### src/rtl/bag_pkg.sv
// rtl/bag_pkg.sv - shared types and constants for the bag randomizer
// Contents: shuffle/deal state enum, Galois LFSR tap mask, default seed,
// and the empty piece ID.
package bag_pkg;

    typedef enum logic [1:0] {
        SHUFFLE = 2'd0,
        FIXUP   = 2'd1,
        DEAL    = 2'd2
    } bag_state_e;

    localparam logic [15:0] LFSR_TAPS    = 16'hB400;
    localparam logic [15:0] DEFAULT_SEED = 16'hACE1;
    localparam int          EMPTY_ID     = 0;

endpackage

### src/rtl/lfsr16_galois.sv
// rtl/lfsr16_galois.sv - 16-bit Galois LFSR with seed load
// Ports:
//   clk, rst_n   clock, asynchronous active-low reset (state <= SEED)
//   load         one-cycle pulse, replaces this cycle's advance with load_val
//   load_val     new seed; zero is replaced by SEED so the LFSR never locks up
//   state        current LFSR state
import bag_pkg::*;

module lfsr16_galois #(
    parameter logic [15:0] SEED = DEFAULT_SEED
) (
    input  logic        clk,
    input  logic        rst_n,
    input  logic        load,
    input  logic [15:0] load_val,
    output logic [15:0] state
);

    logic [15:0] state_q;
    logic [15:0] state_d;

    always_comb begin
        state_d = {1'b0, state_q[15:1]} ^ (state_q[0] ? LFSR_TAPS : 16'h0000);
        if (load) begin
            state_d = (load_val == 16'h0000) ? SEED : load_val;
        end
    end

    always_ff @(posedge clk or negedge rst_n) begin
        if (!rst_n) begin
            state_q <= SEED;
        end else begin
            state_q <= state_d;
        end
    end

    assign state = state_q;

endmodule

### src/rtl/bag_randomizer.sv
// rtl/bag_randomizer.sv - N-piece bag randomizer with preview queue
// Build option: BAG_NO_REPEAT_EN adds a one-cycle FIXUP pass that stops the
// first piece of a bag from repeating the last piece of the previous bag.
// Ports:
//   clk, rst_n   clock, asynchronous active-low reset
//   seed_load    one-cycle pulse, loads seed_in into the LFSR (bag/queue kept)
//   seed_in      new seed; zero selects SEED
//   next_req     pop request; ignored while piece_valid is low
//   piece_valid  queue head holds a piece
//   piece_id     queue head (preview slot 0)
//   preview      slot k at [k*ID_W +: ID_W], empty slots read 0
//   bag_busy     shuffle (or fixup) in progress
import bag_pkg::*;

module bag_randomizer #(
    parameter int          NUM_PIECES    = 7,
    parameter int          PREVIEW_DEPTH = 3,
    parameter logic [15:0] SEED          = DEFAULT_SEED,
    parameter int          ID_W          = 4
) (
    input  logic                          clk,
    input  logic                          rst_n,
    input  logic                          seed_load,
    input  logic [15:0]                   seed_in,
    input  logic                          next_req,
    output logic                          piece_valid,
    output logic [ID_W-1:0]               piece_id,
    output logic [PREVIEW_DEPTH*ID_W-1:0] preview,
    output logic                          bag_busy
);

    localparam int CNT_W = $clog2(PREVIEW_DEPTH + 1);

    bag_state_e      state_q, state_d;
    logic [ID_W-1:0] bag_q [NUM_PIECES];
    logic [ID_W-1:0] bag_d [NUM_PIECES];
    logic [ID_W-1:0] i_q, i_d;
    logic [ID_W-1:0] deal_idx_q, deal_idx_d;
    logic [ID_W-1:0] q_q [PREVIEW_DEPTH];
    logic [ID_W-1:0] q_d [PREVIEW_DEPTH];
    logic [CNT_W-1:0] count_q, count_d;
`ifdef BAG_NO_REPEAT_EN
    logic [ID_W-1:0] last_id_q, last_id_d;
`endif

    logic [15:0]      lfsr_state;
    logic [7:0]       j_wide;
    logic [ID_W-1:0]  j;
    logic [ID_W-1:0]  bag_at_i, bag_at_j, bag_at_deal;
    logic [CNT_W-1:0] wr_idx;
    logic             pop, push;
    logic             unused_bits;

    lfsr16_galois #(
        .SEED     (SEED)
    ) u_lfsr (
        .clk      (clk),
        .rst_n    (rst_n),
        .load     (seed_load),
        .load_val (seed_in),
        .state    (lfsr_state)
    );

    // Fisher-Yates pick: j in 0..i from the low LFSR byte.
    assign j_wide      = lfsr_state[7:0] % (8'(i_q) + 8'd1);
    assign j           = j_wide[ID_W-1:0];
    assign unused_bits = ^{lfsr_state[15:8], j_wide[7:ID_W]};

    // Compare-based read muxes keep index widths independent of NUM_PIECES.
    always_comb begin
        bag_at_i    = '0;
        bag_at_j    = '0;
        bag_at_deal = '0;
        for (int k = 0; k < NUM_PIECES; k++) begin
            if (ID_W'(k) == i_q)        bag_at_i    = bag_q[k];
            if (ID_W'(k) == j)          bag_at_j    = bag_q[k];
            if (ID_W'(k) == deal_idx_q) bag_at_deal = bag_q[k];
        end
    end

    assign pop = next_req && (count_q != '0);

    always_comb begin
        state_d    = state_q;
        i_d        = i_q;
        deal_idx_d = deal_idx_q;
        bag_d      = bag_q;
        q_d        = q_q;
        count_d    = count_q;
        push       = 1'b0;
`ifdef BAG_NO_REPEAT_EN
        last_id_d  = last_id_q;
`endif

        case (state_q)
            SHUFFLE: begin
                // When i == j both writes carry the same value.
                for (int k = 0; k < NUM_PIECES; k++) begin
                    if (ID_W'(k) == j)   bag_d[k] = bag_at_i;
                    if (ID_W'(k) == i_q) bag_d[k] = bag_at_j;
                end
                i_d = i_q - ID_W'(1);
                if (i_q == ID_W'(1)) begin
`ifdef BAG_NO_REPEAT_EN
                    state_d = FIXUP;
`else
                    state_d = DEAL;
`endif
                end
            end
            FIXUP: begin
`ifdef BAG_NO_REPEAT_EN
                // last_id_q is zero for the first bag, which never matches.
                if (bag_q[0] == last_id_q) begin
                    bag_d[0]            = bag_q[NUM_PIECES-1];
                    bag_d[NUM_PIECES-1] = bag_q[0];
                end
`endif
                state_d = DEAL;
            end
            DEAL: begin
                push = (count_q < CNT_W'(PREVIEW_DEPTH)) || pop;
                if (push) begin
                    deal_idx_d = deal_idx_q + ID_W'(1);
                    if (deal_idx_q == ID_W'(NUM_PIECES - 1)) begin
                        deal_idx_d = '0;
                        i_d        = ID_W'(NUM_PIECES - 1);
                        state_d    = SHUFFLE;
`ifdef BAG_NO_REPEAT_EN
                        last_id_d  = bag_at_deal;
`endif
                    end
                end
            end
            default: begin
                state_d = SHUFFLE;
            end
        endcase

        // Shift toward the head first, then drop the new piece at the tail
        // position as it stands after the shift.
        if (pop) begin
            for (int k = 0; k < PREVIEW_DEPTH - 1; k++) begin
                q_d[k] = q_q[k+1];
            end
            q_d[PREVIEW_DEPTH-1] = ID_W'(EMPTY_ID);
        end
        wr_idx = pop ? (count_q - CNT_W'(1)) : count_q;
        if (push) begin
            for (int k = 0; k < PREVIEW_DEPTH; k++) begin
                if (CNT_W'(k) == wr_idx) q_d[k] = bag_at_deal;
            end
        end
        count_d = count_q + CNT_W'(push) - CNT_W'(pop);
    end

    always_ff @(posedge clk or negedge rst_n) begin
        if (!rst_n) begin
            state_q    <= SHUFFLE;
            i_q        <= ID_W'(NUM_PIECES - 1);
            deal_idx_q <= '0;
            count_q    <= '0;
            for (int k = 0; k < NUM_PIECES; k++) begin
                bag_q[k] <= ID_W'(k + 1);
            end
            for (int k = 0; k < PREVIEW_DEPTH; k++) begin
                q_q[k] <= ID_W'(EMPTY_ID);
            end
`ifdef BAG_NO_REPEAT_EN
            last_id_q  <= ID_W'(EMPTY_ID);
`endif
        end else begin
            state_q    <= state_d;
            i_q        <= i_d;
            deal_idx_q <= deal_idx_d;
            count_q    <= count_d;
            bag_q      <= bag_d;
            q_q        <= q_d;
`ifdef BAG_NO_REPEAT_EN
            last_id_q  <= last_id_d;
`endif
        end
    end

    always_comb begin
        preview = '0;
        for (int k = 0; k < PREVIEW_DEPTH; k++) begin
            preview[k*ID_W +: ID_W] = q_q[k];
        end
    end

    assign piece_valid = (count_q != '0);
    assign piece_id    = q_q[0];
    assign bag_busy    = (state_q != DEAL);

endmodule

### config.mk
export PLATFORM = sky130hd
export DESIGN_NAME = bag_randomizer
export DESIGN_NICKNAME = d
export VERILOG_FILES = /design/src/rtl/bag_pkg.sv /design/src/rtl/lfsr16_galois.sv /design/src/rtl/bag_randomizer.sv
export SDC_FILE = /design/constraint.sdc
export NUM_CORES = 1
export LEC_CHECK = 0
export BUFFER_PORTS_ARGS = -buffer_cell sky130_fd_sc_hd__buf_2
export CAP_MARGIN = 20
export CORE_MARGIN = 2
export CORE_UTILIZATION = 53
export CTS_CLUSTER_DIAMETER = 100
export CTS_CLUSTER_SIZE = 24
export DETAILED_ROUTE_END_ITERATION = 16
export GPL_TIMING_DRIVEN = 1
export PLACE_DENSITY = 0.71
export SKIP_LAST_GASP = 1
export SLEW_MARGIN = 20
export SYNTH_ARGS = -nofsm -noshare
export SYNTH_HDL_FRONTEND = slang
export SYNTH_SLANG_ARGS = --single-unit
export TNS_END_PERCENT = 20
### constraint.sdc
create_clock -name clk -period 37.3 [get_ports clk]
set_input_delay 1.865 -clock clk [delete_from_list [all_inputs] [get_ports clk]]
set_output_delay 1.865 -clock clk [all_outputs]
set_load 0.02 [all_outputs]
* After elaboration in Yosys (flattened, before gate mapping)
Cells that the tools add are included.
** Word-level totals
- Flip-flop bits (word level) :: 68
- Input port bits :: 20
** Cells by class
- Div/mod/pow operators :: 1
- $lt $le $gt $ge :: 1
- Add/sub/neg operators :: 6
- Bitwise operators :: 1
- Muxes and demuxes :: 53
- Equality and inequality tests :: 28
- Reduce and logical (&&, ||, !) cells :: 27
** Operators by type and width (number)
- two-way mux 4 bit :: 41
- two-way mux 16 bit :: 3
- == test 3 x 4 -> 1 bit, first input constant :: 9
- == test 2 x 4 -> 1 bit, first input constant :: 6
- two-way mux 12 bit :: 2
- nonzero test 2 bit :: 9
- zero test 16 bit :: 1
- AND reduction 2 bit :: 8
- bitwise XOR 15 x 16 -> 16 bit :: 1
- == test 1 x 4 -> 1 bit, first input constant :: 3
- zero test 4 bit :: 3
- modulo 8 x 8 -> 8 bit :: 1
- two-way mux 2 bit :: 4
- != test 2 bit, second input constant :: 4
- case mux 4 bit (2 select lines) :: 1
- case mux 2 bit (3 select lines) :: 1
- AND reduction 3 bit :: 2
- adder 4 x 1 -> 5 bit, second input constant :: 1
- adder 4 x 1 -> 4 bit, second input constant :: 1
- == test 4 x 1 -> 1 bit, second input constant :: 1
- == test 4 x 3 -> 1 bit, second input constant :: 1
- zero test 2 bit :: 2
- subtractor 4 x 1 -> 4 bit, second input constant :: 1
- adder 2 x 1 -> 2 bit :: 1
- 10 further kinds :: 10

* Logic depth before layout (Yosys ltp)
- Depth after elaboration :: 11
- Depth in mapped cells :: 59
- Mapped depth without buffers :: 56

* By module
Synthesis repeated with hierarchy kept, for this count alone.
** Unflattened totals
- Cells, all modules :: 732
- Area total of the unflattened synthesis :: 6217.2 µm²
** By module, submodules not included
- bag_randomizer :: cells an instance 689, area an instance 5545.3 µm², times used 1
- lfsr16_galois :: cells an instance 43, area an instance 671.9 µm², times used 1

* Worst setup path before layout
OpenSTA, ideal clock, no wires.
- Path type :: reg-to-reg
- From :: register i_q[0]
- To :: register bag_q[11] in the netlist's numbering
- Slack :: 25.450 ns
- Cell stages (with the launch flop) :: 54
- Clock period less this slack :: 11.850 ns
- Arrival :: 11.724 ns
- Path buffers :: 2
- Setup time :: 0.126 ns
- Cell sequence :: dfrtp_1 > inv_1 > ha_1 > nor3_1 > a21oi_1 > a21oi_1 > ha_1 > nor4b_1 > nor4b_1 > mux2_4 > ha_1 > a21boi_1 > o21a_1 > o31ai_1 > ha_1 > a21oi_1 > a21boi_1 > o21ai_1 > [18 not listed] > and2_1 > a31oi_1 > nor3b_2 > buf_2 > nor2_1 > a21o_1 > ha_1 > a21boi_0 > o21ai_0 > nand2b_1 > a221o_1 > or2_1 > buf_6 > nor2_4 > mux2_4 > a221oi_2 > a21oi_2 > a221o_1
** Between the ends
- Word-level cells in the longest chain between the ends :: 11
** RTL lines
- from (decl) :: line bag_randomizer.sv:37 : logic [ID_W-1:0] i_q, i_d;
- from (signal assigned) :: line bag_randomizer.sv:160 : i_q <= ID_W'(NUM_PIECES - 1);
- from (signal assigned) :: line bag_randomizer.sv:174 : i_q <= i_d;
- adder 4 x 1 -> 5 bit :: line bag_randomizer.sv:65 : assign j_wide = lfsr_state[7:0] % (8'(i_q) + 8'd1);
- modulo 8 x 8 -> 8 bit :: line bag_randomizer.sv:65
- zero test 4 bit :: line bag_randomizer.sv:76 : if (ID_W'(k) == j) bag_at_j = bag_q[k];
- two-way mux 4 bit (7 in a row) :: line bag_randomizer.sv:76
- two-way mux 4 bit :: line bag_randomizer.sv:100 : if (ID_W'(k) == i_q) bag_d[k] = bag_at_j;
- to (signal, indexed assignment) :: line bag_randomizer.sv:164 : bag_q[k] <= ID_W'(k + 1);
- to (signal assigned) :: line bag_randomizer.sv:177 : bag_q <= bag_d;
- to (decl) :: line bag_randomizer.sv:35 : logic [ID_W-1:0] bag_q [NUM_PIECES];
Parallel ways exist; a longest one is shown, timed or not. The select of a mux whose other input is x is not followed.
A chain may end at the register's enable or synchronous reset.

* Final worst setup path
- From :: register i_q[0]
- To :: register bag_q[12] in the netlist's numbering
Same word-level chain as after synthesis.

==> key figures <==
Status
  – Status: finished clean

Placed design
  – Gpl congestion: 0.943
  – Port bufs: 37
  – Placed wire-length estimate: 12,400 um

Drt
  – Wire per inst: between 15 and 20 um
  – Routed Antenna Nets: 0
  – DRT iter0 DRCs: 547
  – Vias per inst: between 6 and 7
  – Routed wire length: about 17,000 um
  – DR pass1 iterations: 5
  – Via Count: roughly 5,700
  – DRC errors left: 0

Yosys
  – Post-Syn Area: 6030 um^2
  – Synth Area in Compound Gates: 0.278
  – Largest family of logic cells by synthesized area: compound AO/OA/AOI/OAI gates
  – Ranking of synthesized cells by area: dfrtp_1 19%, dfstp_2 9.6%, ha_1 8.1%
  – Syn Nets: roughly 770
  – Synthesized flop and latch total: 67
  – Syn Inst Count: between 700 and 800
  – Post-synthesis xor/xnor area fraction: 0.0319
  – Primary FF master, synth: dfrtp_1
  – Synth Warn #: 0
  – Share of the synthesized area in the top cell type: 0.187
  – Post-synthesis simple-gate area fraction: 0.206
  – Post-synth EDFFs: 0
  – Share of flip-flops with an asynchronous set or reset: 1.00
  – Top cells by count, synth: 87 x nand2_1, 52 x a21oi_1, 45 x dfrtp_1
  – Sequential element share of the synthesized area: 0.282
  – Adder-cell share of the synthesized area: 0.0842
  – Post-synth top area cell: dfrtp_1
  – Multiplexer area fraction after synthesis: 0.0678
  – Most frequent cell after synthesis: nand2_1
  – Syn avg cell area: approximately 8.5 um^2
  – Unique masters post-synth: between 80 and 90

Timing
  – Setup-failing EPs final: 0
  – Final Skew: between 8 and 9 ps
  – Unrepaired setup endpoints after global routing: no
  – Final Slew Violations: 0
  – Tmin final: about 14,000 ps
  – Measured slew at the worst slew-check pin: 970 ps
  – Tcrit/Tclk final: 0.368
  – Setup_tns: 0 ps
  – Fmax: approximately 0.073 GHz
  – Fin. Hold Viols: 0
  – Slew headroom: 0.350

Hold path
  – Hold Path Class: reg -> reg

Global routing
  – Initial antenna violation count: 0
  – Vias in the first global route: around 5,500
  – Pin count of the biggest net entering global routing: 68
  – Grt ovf: 0
  – First-pass GRT wire length: roughly 28,000 um
  – GRT Resource Usage Total: 0.283

Finish
  – Multi-input logic area: approximately 4000 um^2
  – Fill cells: roughly 990
  – Fin nets: a little under 800
  – Antenna diode count: 0
  – Share of layout cells above drive strength 1: 0.179
  – Reg area: roughly 1700 um^2
  – Final core occ: 0.594
  – Syn-to-layout area delta: 8.11%

CTS
  – Clock Tree Root: clkbuf_16
  – Cts bufs inserted: 9
  – Post-CTS Setup Bufs: 0
  – CTS sink cnt: 67
  – CTS tree: yes
  – Max H-tree Level: 3
  – Clk pin slew, worst setup/hold paths: 60 ps
  – # hold bufs at CTS: 0
  – Maximum root-to-sink buffer count: 2
  – Post_cts resized: 0
  – Clk_lat worst skew: ~350 ps

Floorplan
  – Core area: 11,000 um^2
  – Die area: about 12,000 um^2
  – Initial Util: 0.549
  – Die W: 111 um
  – Row count: 38
  – IO Count: 38
  – Die Height: roughly 110 um

Worst setup path
  – Startpoint types: flop
  – CP Class: reg -> reg
  – Worst path most repeated cell: ha_1
  – Crit path capture type: flop
  – Crit Path Max Fanout: 16
  – WP data required: about 37,000 ps
  – CP peak stage delay: just over 800 ps
  – Critical path arrival: 13,900 ps
  – CP max stage cell: nor3b_2

Flow run
  – Max-Cap Viols: 0
state kept, by name, summed over array words and instances, names as in the netlist:
register      count
u_lfsr.state     16
count_q           2
piece_id          4
deal_idx_q        4
i_q               4
bag_q            28
state_q           1
preview           8
stage by stage:
| stage | worst slack [ps] | instance area (um^2) | cells | hold slack [ps] |
|---|---|---|---|---|
| 4_1_cts | 23750 | 6520 | 868 | 482 |
| 6_report | 23590 | 6520 | 868 | 484 |
| 3_3_place_gp | 24310 | 6210 | 852 | 458 |
| 3_5_place_dp | 23800 | 6210 | 852 | 468 |
| 2_1_floorplan | 25450 | 6030 | 712 | 450 |
| 5_1_grt | 22300 | 6520 | 868 | 506 |
worst max-delay path: cells and delay by family (launching register included):
family | cells | cell delay (ps)
AO/OA/AOI/OAI | 27 | 5920
adder cells (fa/ha/maj) | 8 | 2650
buffers and inverters | 1 | 200
flip-flops | 1 | 680
multiplexers | 4 | 1490
AND/OR/NAND/NOR | 12 | 2570
per-layer routing:
metal / vias to the layer above / global-route usage / wire length [um]
met3: 41 / 0.0547 / 1100
met2: 237 / 0.437 / 7820
met5: - / 0 / 0
li1: 2673 / - / -
met1: 2746 / 0.392 / 7610
met4: 0 / 0.109 / 431
worst paths after layout:
path,end,cells after the start,startpoint,slack [ps]
setup / recovery,bag_q[12],52,i_q[0],23590
hold / removal,u_lfsr.state[8],1,u_lfsr.state[9],480
setup reg to reg,bag_q[12],52,i_q[0],23590
hold reg to reg,u_lfsr.state[8],1,u_lfsr.state[9],480
max in group asynchronous,preview[4],2,rst_n,35010
min in group asynchronous,u_lfsr.state[9],2,rst_n,1700
cells in the final DEF, fill, tap and decap left out, types with 4 or more instances in the layout:
cell type	n
nor3b_1	4
mux4_2	4
a31oi_1	5
o21ai_1	11
inv_1	29
o2bb2ai_1	4
o21ai_2	4
nand2b_1	7
a211oi_1	8
nand2_1	87
nand3_1	14
xor2_1	9
o22a_1	9
a221oi_1	8
mux2_2	12
o21ai_0	32
xnor2_1	13
a221o_1	8
buf_2	37
clkbuf_16	9
a21o_1	12
and2_1	14
mux2i_1	14
nor2b_1	11
and3_1	4
o21a_1	14
a222oi_1	4
nand4_1	5
dfstp_2	22
nor2_1	43
or3_1	7
a21oi_2	4
ha_1	39
o22ai_1	15
o211ai_1	8
a21oi_1	52
nor3_1	23
nor4_1	4
dfrtp_1	45
kinds of logic (layout without fill, tap and decap cells):
group                      after synthesis  in the layout
and+or+nand+nor                        247            247
AOI/OAI and AO/OA                      235            235
adders and majority gates               40             40
DFF                                     67             67
xor gates and xnor gates                22             22
buffers and inverters                   68             84
muxes                                   33             33
area by class of cell:
cell class | instances | area share
clock buffer | 10 | 0.0366
clock inverter | 6 | 0.00997
inverter | 30 | 0.0173
multi-input combinational | 577 | 0.619
sequential | 67 | 0.261
tap | 140 | 0.0269
timing repair buffer | 38 | 0.0295
Power is not shown: default switching activity piles up to over one toggle a cycle in this logic, so the estimate is an artifact.
